### config.mk
export PLATFORM = sky130hd
export DESIGN_NAME = shop_ctrl_v
export DESIGN_NICKNAME = d
export VERILOG_FILES = /design/src/rtl/shop_pkg.sv /design/src/rtl/shop_cam_v.sv /design/src/rtl/shop_ctrl_v.sv
export SDC_FILE = /design/constraint.sdc
export NUM_CORES = 2
export LEC_CHECK = 0
export CAP_MARGIN = 20
export CORE_ASPECT_RATIO = 2
export CORE_MARGIN = 10
export CORE_UTILIZATION = 43
export CTS_BUF_LIST = sky130_fd_sc_hd__clkbuf_8 sky130_fd_sc_hd__clkbuf_16
export DETAILED_ROUTE_END_ITERATION = 7
export GPL_TIMING_DRIVEN = 1
export MAX_ROUTING_LAYER = met4
export SYNTH_ARGS = -nofsm -noshare
export SYNTH_HDL_FRONTEND = slang
export SYNTH_SLANG_ARGS = --single-unit
export TNS_END_PERCENT = 30
### constraint.sdc
create_clock -name i_clk -period 12.15 [get_ports i_clk]
set_input_delay 1.8225 -clock i_clk [delete_from_list [all_inputs] [get_ports i_clk]]
set_output_delay 1.8225 -clock i_clk [all_outputs]
set_load 0.05 [all_outputs]
### src/rtl/shop_pkg.sv
// Shared constants for the shop command controller: command keys, response strings,
// FSM state encoding and permission classes.
package shop_pkg;

    localparam int unsigned KEY_W = 56;
    localparam int unsigned RSP_W = 72;

    localparam logic [KEY_W-1:0] CMD_KEY__LOGIN   = KEY_W'("Login");
    localparam logic [KEY_W-1:0] CMD_KEY__LOGOUT  = KEY_W'("Logout");
    localparam logic [KEY_W-1:0] CMD_KEY__ADDUSR  = KEY_W'("AddUsr");
    localparam logic [KEY_W-1:0] CMD_KEY__DELUSR  = KEY_W'("DelUsr");
    localparam logic [KEY_W-1:0] CMD_KEY__ADDITEM = KEY_W'("AddItem");
    localparam logic [KEY_W-1:0] CMD_KEY__DELITEM = KEY_W'("DelItem");
    localparam logic [KEY_W-1:0] CMD_KEY__BUY     = KEY_W'("Buy");

    localparam logic [RSP_W-1:0] RSP__CMD       = RSP_W'("Cmd?");
    localparam logic [RSP_W-1:0] RSP__USERNAME  = RSP_W'("Username?");
    localparam logic [RSP_W-1:0] RSP__PASSWORD  = RSP_W'("Password?");
    localparam logic [RSP_W-1:0] RSP__ITEM      = RSP_W'("Item?");
    localparam logic [RSP_W-1:0] RSP__WELCOME   = RSP_W'("Welcome");
    localparam logic [RSP_W-1:0] RSP__BYE       = RSP_W'("Bye");
    localparam logic [RSP_W-1:0] RSP__DONE      = RSP_W'("Done");
    localparam logic [RSP_W-1:0] RSP__FULL      = RSP_W'("Full");
    localparam logic [RSP_W-1:0] RSP__EXISTS    = RSP_W'("Exists");
    localparam logic [RSP_W-1:0] RSP__NOSTOCK   = RSP_W'("NoStock");
    localparam logic [RSP_W-1:0] RSP__INVALCMD  = RSP_W'("InvalCmd");
    localparam logic [RSP_W-1:0] RSP__INVALPERM = RSP_W'("InvalPerm");
    localparam logic [RSP_W-1:0] RSP__INVALUSR  = RSP_W'("InvalUsr");
    localparam logic [RSP_W-1:0] RSP__INVALPWD  = RSP_W'("InvalPwd");
    localparam logic [RSP_W-1:0] RSP__INVALITEM = RSP_W'("InvalItem");
    localparam logic [RSP_W-1:0] RSP__TIMEOUT   = RSP_W'("Timeout");

    typedef enum logic [3:0] {
        S_CMD, S_USER, S_PASS, S_NEWU, S_NEWP, S_DELU, S_ADDI, S_DELI, S_BUY
    } state_e;

    typedef enum logic [2:0] {
        C_NONE, C_LOGIN, C_LOGOUT, C_ADDUSR, C_DELUSR, C_ADDITEM, C_DELITEM, C_BUY
    } cmd_e;

    typedef enum logic [1:0] {
        PERM_BAD, PERM_OUT, PERM_USER, PERM_ADMIN
    } perm_e;

    // Who may issue a decoded command.
    function automatic perm_e perm_of(input cmd_e c);
        case (c)
            C_LOGIN:                                    return PERM_OUT;
            C_LOGOUT, C_BUY:                            return PERM_USER;
            C_ADDUSR, C_DELUSR, C_ADDITEM, C_DELITEM:   return PERM_ADMIN;
            default:                                    return PERM_BAD;
        endcase
    endfunction

endpackage

### src/rtl/shop_cam_v.sv
// Combinational lookup over a small table: exact-match hit, lowest matching index,
// lowest free index and full flag.
module shop_cam_v
    import shop_pkg::*;
#(
    parameter int unsigned DEPTH = 8,
    parameter int unsigned WIDTH = 56,
    localparam int unsigned IDX_W = (DEPTH > 1) ? $clog2(DEPTH) : 1
) (
    input  logic [WIDTH-1:0] keys [DEPTH],
    input  logic [DEPTH-1:0] valid,
    input  logic [WIDTH-1:0] key,
    output logic             hit,
    output logic [IDX_W-1:0] hit_idx,
    output logic [IDX_W-1:0] free_idx,
    output logic             full
);

    // Scan downwards so the lowest index is the last one written.
    always_comb begin
        hit      = 1'b0;
        hit_idx  = '0;
        free_idx = '0;
        full     = 1'b1;
        for (int i = int'(DEPTH) - 1; i >= 0; i--) begin
            if (valid[i] && keys[i] == key) begin
                hit     = 1'b1;
                hit_idx = IDX_W'(i);
            end
            if (!valid[i]) begin
                full     = 1'b0;
                free_idx = IDX_W'(i);
            end
        end
    end

endmodule

### src/rtl/shop_ctrl_v.sv
// Token-driven shop command FSM over a user table and an item inventory.
// Optional idle logout is enabled with SHOP_IDLE_LOGOUT_EN.
module shop_ctrl_v
    import shop_pkg::*;
#(
    parameter int unsigned I_A_NUM_ASCII_CHARS = 7,
    parameter int unsigned O_A_NUM_ASCII_CHARS = 9,
    parameter int unsigned I_U_NUM_BITS        = 4,
    parameter int unsigned MAX_USERS           = 5,
    parameter int unsigned MAX_ITEMS           = 8,
    parameter int unsigned STOCK_NUM_BITS      = 8,
    parameter logic [8*I_A_NUM_ASCII_CHARS-1:0] ADMIN_USERNAME = (8*I_A_NUM_ASCII_CHARS)'("Adm"),
    parameter logic [8*I_A_NUM_ASCII_CHARS-1:0] ADMIN_PASSWORD = (8*I_A_NUM_ASCII_CHARS)'("123"),
    parameter int unsigned IDLE_CYCLES         = 1000
) (
    input  logic                             i_clk,
    input  logic                             i_reset,
    input  logic                             i_rdy,
    input  logic [I_U_NUM_BITS-1:0]          i_u,
    input  logic [8*I_A_NUM_ASCII_CHARS-1:0] i_a,
    output logic [8*O_A_NUM_ASCII_CHARS-1:0] o_a,
    output logic                             o_vld,
    output logic [$clog2(MAX_USERS):0]       o_user,
    output logic                             o_busy
);

    localparam int unsigned A_W    = 8 * I_A_NUM_ASCII_CHARS;
    localparam int unsigned R_W    = 8 * O_A_NUM_ASCII_CHARS;
    localparam int unsigned UIDX_W = $clog2(MAX_USERS);
    localparam int unsigned IIDX_W = $clog2(MAX_ITEMS);
    localparam int unsigned S_W    = STOCK_NUM_BITS;
    localparam int unsigned SUM_W  = ((S_W > I_U_NUM_BITS) ? S_W : I_U_NUM_BITS) + 1;
    localparam logic [S_W-1:0] STOCK_MAX = '1;

    if (MAX_USERS < 2 || MAX_ITEMS < 2 || I_A_NUM_ASCII_CHARS < 7 || IDLE_CYCLES < 1) begin : g_bad_cfg
        $error("shop_ctrl_v: unsupported parameter set");
    end

    function automatic logic [S_W-1:0] sat_add(input logic [S_W-1:0] s, input logic [I_U_NUM_BITS-1:0] q);
        logic [SUM_W-1:0] sum;
        sum = SUM_W'(s) + SUM_W'(q);
        return (sum > SUM_W'(STOCK_MAX)) ? STOCK_MAX : S_W'(sum);
    endfunction

    state_e              state, state_n;
    logic                rdy_q, tok;
    logic [R_W-1:0]      rsp_n;
    logic                vld_n, busy_n;
    logic [UIDX_W:0]     user_n;
    logic [UIDX_W-1:0]   sel_q, sel_n;
    logic [A_W-1:0]      newname_q, newname_n;
    logic                logged, is_admin, allowed;
    cmd_e                cmd;
    perm_e               perm;

    logic [A_W-1:0]       user_name [MAX_USERS];
    logic [A_W-1:0]       user_pass [MAX_USERS];
    logic [MAX_USERS-1:0] user_vld;
    logic [A_W-1:0]       item_name  [MAX_ITEMS];
    logic [S_W-1:0]       item_stock [MAX_ITEMS];
    logic [MAX_ITEMS-1:0] item_vld;

    logic                u_hit, u_full, it_hit, it_full;
    logic [UIDX_W-1:0]   u_hit_idx, u_free_idx;
    logic [IIDX_W-1:0]   it_hit_idx, it_free_idx;

    logic                u_we, u_clr, it_we, it_clr;
    logic [UIDX_W-1:0]   u_cidx;
    logic [IIDX_W-1:0]   it_idx;
    logic [S_W-1:0]      it_wstock;

    assign tok      = i_rdy & ~rdy_q;
    assign logged   = o_user[UIDX_W];
    assign is_admin = logged && (o_user[UIDX_W-1:0] == '0);

    shop_cam_v #(.DEPTH(MAX_USERS), .WIDTH(A_W)) u_user_cam (
        .keys(user_name), .valid(user_vld), .key(i_a),
        .hit(u_hit), .hit_idx(u_hit_idx), .free_idx(u_free_idx), .full(u_full)
    );

    shop_cam_v #(.DEPTH(MAX_ITEMS), .WIDTH(A_W)) u_item_cam (
        .keys(item_name), .valid(item_vld), .key(i_a),
        .hit(it_hit), .hit_idx(it_hit_idx), .free_idx(it_free_idx), .full(it_full)
    );

    // Command key decode.
    always_comb begin
        cmd = C_NONE;
        if      (i_a == A_W'(CMD_KEY__LOGIN))   cmd = C_LOGIN;
        else if (i_a == A_W'(CMD_KEY__LOGOUT))  cmd = C_LOGOUT;
        else if (i_a == A_W'(CMD_KEY__ADDUSR))  cmd = C_ADDUSR;
        else if (i_a == A_W'(CMD_KEY__DELUSR))  cmd = C_DELUSR;
        else if (i_a == A_W'(CMD_KEY__ADDITEM)) cmd = C_ADDITEM;
        else if (i_a == A_W'(CMD_KEY__DELITEM)) cmd = C_DELITEM;
        else if (i_a == A_W'(CMD_KEY__BUY))     cmd = C_BUY;
        perm    = perm_of(cmd);
        allowed = (perm == PERM_OUT && !logged) || (perm == PERM_USER && logged)
               || (perm == PERM_ADMIN && is_admin);
    end

`ifdef SHOP_IDLE_LOGOUT_EN
    localparam int unsigned CNT_W = $clog2(IDLE_CYCLES + 1);
    logic [CNT_W-1:0] idle_q, idle_n;
    logic             expire;

    // Idle counter runs only while a session or a transaction is open.
    always_comb begin
        idle_n = '0;
        expire = 1'b0;
        if (!tok && (logged || state != S_CMD)) begin
            if (idle_q == CNT_W'(IDLE_CYCLES - 1)) expire = 1'b1;
            else                                   idle_n = idle_q + CNT_W'(1);
        end
    end

    always_ff @(posedge i_clk or negedge i_reset) begin
        if (!i_reset) idle_q <= '0;
        else          idle_q <= idle_n;
    end
`endif

    // Next state, registered outputs and table write strobes.
    always_comb begin
        state_n   = state;
        rsp_n     = o_a;
        vld_n     = 1'b0;
        user_n    = o_user;
        sel_n     = sel_q;
        newname_n = newname_q;
        u_we      = 1'b0;
        u_clr     = 1'b0;
        u_cidx    = u_hit_idx;
        it_we     = 1'b0;
        it_clr    = 1'b0;
        it_idx    = it_hit_idx;
        it_wstock = '0;
        if (tok) begin
            vld_n   = 1'b1;
            state_n = S_CMD;
            case (state)
                S_CMD: begin
                    if (perm == PERM_BAD)  rsp_n = R_W'(RSP__INVALCMD);
                    else if (!allowed)     rsp_n = R_W'(RSP__INVALPERM);
                    else begin
                        case (cmd)
                            C_LOGIN:   begin state_n = S_USER; rsp_n = R_W'(RSP__USERNAME); end
                            C_LOGOUT:  begin user_n = '0; rsp_n = R_W'(RSP__BYE); end
                            C_ADDUSR: begin
                                if (u_full) rsp_n = R_W'(RSP__FULL);
                                else begin state_n = S_NEWU; rsp_n = R_W'(RSP__USERNAME); end
                            end
                            C_DELUSR:  begin state_n = S_DELU; rsp_n = R_W'(RSP__USERNAME); end
                            C_ADDITEM: begin state_n = S_ADDI; rsp_n = R_W'(RSP__ITEM); end
                            C_DELITEM: begin state_n = S_DELI; rsp_n = R_W'(RSP__ITEM); end
                            C_BUY:     begin state_n = S_BUY;  rsp_n = R_W'(RSP__ITEM); end
                            default:   rsp_n = R_W'(RSP__INVALCMD);
                        endcase
                    end
                end
                S_USER: begin
                    if (u_hit) begin
                        sel_n   = u_hit_idx;
                        state_n = S_PASS;
                        rsp_n   = R_W'(RSP__PASSWORD);
                    end else rsp_n = R_W'(RSP__INVALUSR);
                end
                S_PASS: begin
                    if (user_vld[sel_q] && i_a == user_pass[sel_q]) begin
                        user_n = {1'b1, sel_q};
                        rsp_n  = R_W'(RSP__WELCOME);
                    end else rsp_n = R_W'(RSP__INVALPWD);
                end
                S_NEWU: begin
                    if (u_hit) rsp_n = R_W'(RSP__EXISTS);
                    else begin
                        newname_n = i_a;
                        state_n   = S_NEWP;
                        rsp_n     = R_W'(RSP__PASSWORD);
                    end
                end
                S_NEWP: begin
                    if (u_full) rsp_n = R_W'(RSP__FULL);
                    else begin u_we = 1'b1; rsp_n = R_W'(RSP__DONE); end
                end
                S_DELU: begin
                    if (!u_hit)                 rsp_n = R_W'(RSP__INVALUSR);
                    else if (u_hit_idx == '0)   rsp_n = R_W'(RSP__INVALPERM);
                    else begin u_clr = 1'b1; rsp_n = R_W'(RSP__DONE); end
                end
                S_ADDI: begin
                    if (it_hit) begin
                        it_we     = 1'b1;
                        it_wstock = sat_add(item_stock[it_hit_idx], i_u);
                        rsp_n     = R_W'(RSP__DONE);
                    end else if (it_full) rsp_n = R_W'(RSP__FULL);
                    else begin
                        it_we     = 1'b1;
                        it_idx    = it_free_idx;
                        it_wstock = sat_add('0, i_u);
                        rsp_n     = R_W'(RSP__DONE);
                    end
                end
                S_DELI: begin
                    if (it_hit) begin it_clr = 1'b1; rsp_n = R_W'(RSP__DONE); end
                    else rsp_n = R_W'(RSP__INVALITEM);
                end
                S_BUY: begin
                    if (!it_hit) rsp_n = R_W'(RSP__INVALITEM);
                    else if (i_u == '0 || SUM_W'(i_u) > SUM_W'(item_stock[it_hit_idx]))
                        rsp_n = R_W'(RSP__NOSTOCK);
                    else begin
                        it_we     = 1'b1;
                        it_wstock = item_stock[it_hit_idx] - S_W'(i_u);
                        rsp_n     = R_W'(RSP__DONE);
                    end
                end
                default: rsp_n = R_W'(RSP__INVALCMD);
            endcase
        end
`ifdef SHOP_IDLE_LOGOUT_EN
        else if (expire) begin
            state_n = S_CMD;
            user_n  = '0;
            vld_n   = 1'b1;
            rsp_n   = R_W'(RSP__TIMEOUT);
        end
`endif
        busy_n = (state_n != S_CMD);
    end

    always_ff @(posedge i_clk or negedge i_reset) begin
        if (!i_reset) begin
            state     <= S_CMD;
            rdy_q     <= 1'b0;
            o_a       <= R_W'(RSP__CMD);
            o_vld     <= 1'b0;
            o_user    <= '0;
            o_busy    <= 1'b0;
            sel_q     <= '0;
            newname_q <= '0;
        end else begin
            state     <= state_n;
            rdy_q     <= i_rdy;
            o_a       <= rsp_n;
            o_vld     <= vld_n;
            o_user    <= user_n;
            o_busy    <= busy_n;
            sel_q     <= sel_n;
            newname_q <= newname_n;
        end
    end

    // Table storage; slot 0 of the user table is the admin loaded at reset.
    always_ff @(posedge i_clk or negedge i_reset) begin
        if (!i_reset) begin
            for (int i = 0; i < int'(MAX_USERS); i++) begin
                user_name[i] <= (i == 0) ? ADMIN_USERNAME : '0;
                user_pass[i] <= (i == 0) ? ADMIN_PASSWORD : '0;
                user_vld[i]  <= (i == 0);
            end
            for (int i = 0; i < int'(MAX_ITEMS); i++) begin
                item_name[i]  <= '0;
                item_stock[i] <= '0;
                item_vld[i]   <= 1'b0;
            end
        end else begin
            if (u_we) begin
                user_name[u_free_idx] <= newname_q;
                user_pass[u_free_idx] <= i_a;
                user_vld[u_free_idx]  <= 1'b1;
            end
            if (u_clr) user_vld[u_cidx] <= 1'b0;
            if (it_we) begin
                item_name[it_idx]  <= i_a;
                item_stock[it_idx] <= it_wstock;
                item_vld[it_idx]   <= 1'b1;
            end
            if (it_clr) begin
                item_name[it_idx]  <= '0;
                item_stock[it_idx] <= '0;
                item_vld[it_idx]   <= 1'b0;
            end
        end
    end

endmodule

== Word-level counts from Yosys, hierarchy flattened ==
Cells that the tools add are included.
Word-level totals
  output and inout port bits: 78
  latch bits: 0
  memories kept: 0
  flip-flop bits (word level): 1227
  ROM bits: 0
  memory bits (writable): 0
  input bits: 63
Operators by class
  eq/ne operators: 43
  divide/modulo/power cells: 0
  add/subtract/negate cells: 2
  reduce and logical (&&, ||, !) cells: 41
  $mul: 0
  shift operators: 0
  magnitude comparators: 16
  multiplexer cells: 150
  bitwise gates (word level): 17
Operator list (count)
  $mux W448: 2
  $eq A56 B56 Y1: 14
  $pmux W72 S9: 1
  $mux W71: 9
  $bwmux W280: 2
  $and A448 B448 Y448: 1
  $bwmux W448: 1
  $not A448 Y448: 1
  $demux W56 S3: 2
  $pmux W71 S4: 1
  $mux W56: 4
  $bmux W56 S3: 1
  $eq A56 B47 Y1 const B: 3
  $mux W64: 2
  $mux W3: 38
  $eq A56 B55 Y1 const B: 2
  $mux W8: 12
  $mux W26: 3
  $and A64 B64 Y64: 1
  $bwmux W64: 1
  $not A64 Y64: 1
  $mux W63: 1
  $eq A56 B23 Y1 const B: 1
  $eq A56 B39 Y1 const B: 1
  57 further kinds: 164

== Depth between registers and ports, before layout ==
  depth after elaboration: 24
  mapped depth: 28

== Hierarchy ==
A second synthesis with hierarchy kept.
Second synthesis, totals
  cell total of the unflattened synthesis: 6186
  area, all modules: 62117.1 um^2
Modules (own cells, without submodules)
  shop_ctrl_v: area an instance 53218.5 um^2, times used 1, cells each 4965
  shop_cam_v at u_item_cam: area an instance 5426.5 um^2, times used 1, cells each 747
  shop_cam_v at u_user_cam: area an instance 3472.1 um^2, times used 1, cells each 474

== Least setup slack after synthesis ==
Ideal clock, no wire load.
  path type: input to register
  start: input port i_a[39]
  end: register item_name[441] in the netlist's numbering
  arrival time: 6.945 ns
  stages: 27
  path buffers: 5
  setup time: 0.132 ns
  slack: 5.073 ns
  required time: 12.018 ns
  cell sequence: buf_4 -> xor2_1 -> or4_1 -> or4_1 -> or4_4 -> a2bb2oi_1 -> o311ai_1 -> clkbuf_1 -> nand2_1 -> and3_1 -> a31oi_1 -> mux2_2 -> inv_1 -> ha_1 -> fa_1 -> nor2_1 -> nor2_1 -> nor2_1 -> or2_2 -> a211oi_4 -> and3_1 -> buf_6 -> o32a_4 -> buf_4 -> buf_6 -> nand3_1 -> o21ai_1
Between the ends
  word-level cells in the longest chain between the ends: 23
  elaborated cells between the ends (all ways): 61
RTL lines
  start, declared: RTL line shop_ctrl_v.sv:20  | input logic [8*I_A_NUM_ASCII_CHARS-1:0] i_a,
  $eq A56 B56 Y1: RTL line shop_cam_v.sv:26  | if (valid[i] && keys[i] == key) begin
  $logic_and A1 B1 Y1: RTL line shop_cam_v.sv:26
  $mux W3 (8 in a row): RTL line shop_cam_v.sv:26
  $not A3 Y4 (not written as such) / $mux W3 (equally long branches): RTL line shop_ctrl_v.sv:209, shop_ctrl_v.sv:195
  $bmux W8 S3 / $mux W3 (equally long branches): RTL line shop_ctrl_v.sv:209, shop_ctrl_v.sv:191
  $mux W8 (not written as such) / $mux W3 (equally long branches): RTL line shop_ctrl_v.sv:209, shop_ctrl_v.sv:140
  $mux W8 (not written as such) / $mux W3 (equally long branches): RTL line shop_ctrl_v.sv:209, shop_ctrl_v.sv:137
  $gt A4 B8 Y1 / $not A3 Y4 (equally long branches): RTL line shop_ctrl_v.sv:209, shop_ctrl_v.sv:274, shop_ctrl_v.sv:279
  $logic_or A1 B1 Y1, or another cell as far along: RTL line shop_ctrl_v.sv:209  | else if (i_u == '0 || SUM_W'(i_u) > SUM_W'(item_stock[it_hit_idx]))
  $mux W1 / $logic_and A1 B1 Y1 (equally long branches): RTL line shop_ctrl_v.sv:209, shop_ctrl_v.sv:274, shop_ctrl_v.sv:279
  $mux W1 / $mux W56 (equally long branches): RTL line shop_ctrl_v.sv:208, shop_ctrl_v.sv:274, shop_ctrl_v.sv:279
  $pmux W1 S2 / $demux W56 S3 (equally long branches): RTL line shop_ctrl_v.sv:140, shop_ctrl_v.sv:274, shop_ctrl_v.sv:279
  $mux W1 / $bwmux W448 (equally long branches): RTL line shop_ctrl_v.sv:137, shop_ctrl_v.sv:274
  $mux W448: RTL line shop_ctrl_v.sv:273  | if (it_we) begin
  $and A448 B448 Y448 (no source line)
  $mux W448 (*): RTL line shop_ctrl_v.sv:278  | if (it_clr) begin
  end signal, assigned by index: RTL line shop_ctrl_v.sv:274  | item_name[it_idx] <= i_a;
  end, declared: RTL line shop_ctrl_v.sv:59  | logic [A_W-1:0] item_name [MAX_ITEMS];
Every way passes the cells marked *; elsewhere a longest branch is shown, timed or not. The select of a mux whose other input is x is not followed.
A chain may end at the register's enable or synchronous reset.

== Worst setup path in the final report ==
  start: input port i_a[1]
  end: register item_name[103] in the netlist's numbering
Same word-level chain as after synthesis.

==> flow_metrics.tcl <==
set metrics [dict create \
    vias_per_cell 6.07 \
    crit_path_start_kind "input port" \
    critPathBufInv 5 \
    fmax_mhz 109 \
    n_fill_cell 13600 \
    netlist.area_leader.share_pct 46.2 \
    synth_warnings 0 \
    insertion_delay_ns 0.77 \
    setup_ws_ns 2.94 \
    synth_most_common_cell "dfrtp_1" \
    yosysUniqueCellTypes 110 \
    grt_pass1_vias 49300 \
    synth.cell_area_sq_um 63400 \
    slowest_delay_ns 0.92 \
    multiInputGateArea_sq_um 30800 \
    post-route-util_pct 47.7 \
    postCtsSetupBuffers 0 \
    grt.overflow.total 0 \
    cts_made_buffers 110 \
    tns_ns 0 \
    final_nets 5978 \
    netlist_instances 5946 \
    slew_violations 0 \
    place_hpwl_um 175000 \
    htree_levels 3 \
    grt_max_degree 173 \
    hold_viol 0 \
    yosys-top-cells-count "dfrtp_1 (1171), nor2_1 (523), mux2_2 (519)" \
    first_pass_iters 5 \
    die_h_um 563 \
    slew_headroom_pct 6.52 \
    p_switching_uw 2300 \
    clock_sinks 1205 \
    rsz0062_at_grt "no" \
    leakage_uw 0.0321 \
    ys_async_sr_fraction_pct 100 \
    power_uw 8640 \
    cts_tree "done" \
    skew_ns 0.0592 \
    drt_iter0_drc 3788 \
    fin_crit_sh_pct 75.8 \
    pre_cts_ws_ns 2.19 \
    grtUsageTotal_pct 30.8 \
    yosys.area.top_type "dfrtp_1" \
    initial_utilization_pct 43.2 \
    pwr-share-seq_pct 47.8 \
    crit_family "simple AND/OR/NAND/NOR gates" \
    hold_class "flop to flop" \
    via_count 48000 \
    end_kind "flop" \
    cp.required_ns 12.75 \
    p_per_area_nw_per_um2 123 \
    ir_worst_vdd_uv 125 \
    cts-root-buf "clkbuf_16" \
    seqCellArea_sq_um 30200 \
    post_cts_resized 0 \
    setup_viol 0 \
    ioPinCount 141 \
    synthFlopType "dfrtp_1" \
    arrival_ns 9.81 \
    routed_wl_um 250000 \
    clkPwrFrac_pct 43.4 \
    routedWlPerCell_um 31.6 \
    antenna_found_initial 9 \
    drive_gt1_share_pct 18.3 \
    p_int_uw 6340 \
    synth_area_leaders "dfrtp_1 (46%), mux2_2 (9.2%), mux2i_1 (5.9%)" \
    die_area_sq_um 164000 \
    coreArea_sq_um 147000 \
    fin_crit_ns 9.21 \
    design_area_sq_um 70100 \
    critical_path_class "input port to flop" \
    p_comb_share_pct 8.8 \
    max-cap-violations 0 \
    synth_area_per_cell_sq_um 10.7 \
    cp_slowest_cell "nor2_1" \
    cp_max_fo 49 \
    ant_nets 0 \
    remaining_drc_errors 0 \
    hold_buffers 0 \
    clk_pin_slew_ns 0.07 \
    ys_seq_area_share_pct 47.6 \
    cts_buffer_depth 3 \
    crit_path_frequent_cell "nor2_1" \
    worst_pin_slew_ns 1.40 \
    rows 199 \
    ys_ff_latch 1205 \
    die_w_um 292 \
    p_sw_share_pct 26.6 \
    status "completed" \
    grt_pass1_wl_um 358000 \
    gp_congestion 1.02 \
    syn_to_final_growth_pct 10.5 \
    synth_edf_count 0 \
    port_buffers 125 \
    dpl_cell_area_sq_um 66200 \
]
cells by family (layout without fill, tap and decap cells):
kind of cell               count (synthesis)  after routing  synth area share [%]
and+or+nand+nor                         1898           1898                  14.9
xor gates and xnor gates                 634            634                  8.75
adders and majority gates                 11             11                 0.241
muxes                                    952            952                  17.2
other                                      2             21                0.0118
DFF                                     1205           1205                  47.6
AOI/OAI and AO/OA                        684            684                  7.10
buffers and inverters                    560            598                  4.16
worst min-delay path: stages (launching register included):
cell and delay (ns):
dfrtp_1 0.34, nand2_1 0.05, o21ai_0 0.06
power groups by stage:
stage	logic (uW)	registers [uW]	clock network (uW)
5_1_grt	795	4140	3940
3_5_place_dp	751	4210	0
4_1_cts	754	4130	3790
3_3_place_gp	749	4200	0
2_1_floorplan	379	4180	0
6_report	763	4130	3750
registers in the layout, summed over array words and instances, names as in the netlist:
signal	flops
item_name	448
user_name	280
user_pass	280
item_stock	64
newname_q	56
o_a	50
item_vld	8
user_vld	5
o_user	4
state	4
sel_q	3
o_busy	1
o_vld	1
rdy_q	1
per-stage QoR:
stage / instances / hold WS, ns
2_1_floorplan: 5959 / 0.445
3_3_place_gp: 7693 / 0.457
3_5_place_dp: 7696 / 0.469
4_1_cts: 7901 / 0.484
5_1_grt: 7908 / 0.500
6_report: 7912 / 0.482
per-layer routing:
layer	vias to the layer above	global-route usage (%)	share of wire (%)
li1	20700	-	-
met1	24700	32.2	35
met2	1895	50.8	49
met3	782	4.23	5.3
met4	0	26.9	10
met5	-	-	0
layout make-up:
type | instances | share of cell area, %
clock buffer | 132 | 4.38
sequential | 1205 | 43.1
multi-input combinational | 4194 | 44.0
clock inverter | 73 | 1.09
inverter | 102 | 0.546
antenna | 6 | 0.0214
tap | 1909 | 3.41
timing repair buffer | 291 | 3.42
final timing paths:
path / from / end / slack (ns) / cells past startpoint
max reg2reg: item_name[409] / item_name[103] / 3.98 / 25
min in group asynchronous: i_reset / item_stock[26] / 1.05 / 1
min: user_pass[223] / user_pass[223] / 0.48 / 2
max in group asynchronous: i_reset / user_pass[256] / 8.80 / 3
min reg2reg: user_pass[223] / user_pass[223] / 0.48 / 2
max: i_a[1] / item_name[103] / 2.94 / 26
cells in the final DEF, fill, tap and decap left out, types with 61 or more instances in the layout:
cell,instances
clkbuf_16,111
nor3_1,61
nand2_1,450
nor2_1,515
nand4_1,195
inv_1,119
clkdlybuf4s50_1,71
a21oi_1,158
a22oi_1,66
mux2i_1,374
nand2b_1,163
nor4_1,135
nand3_1,116
mux2_2,519
nor2b_1,74
dfrtp_1,1169
o21ai_0,197
xor2_1,233
buf_4,151
xnor2_1,401
No activity file was read; power rests on OpenSTA's default activity.
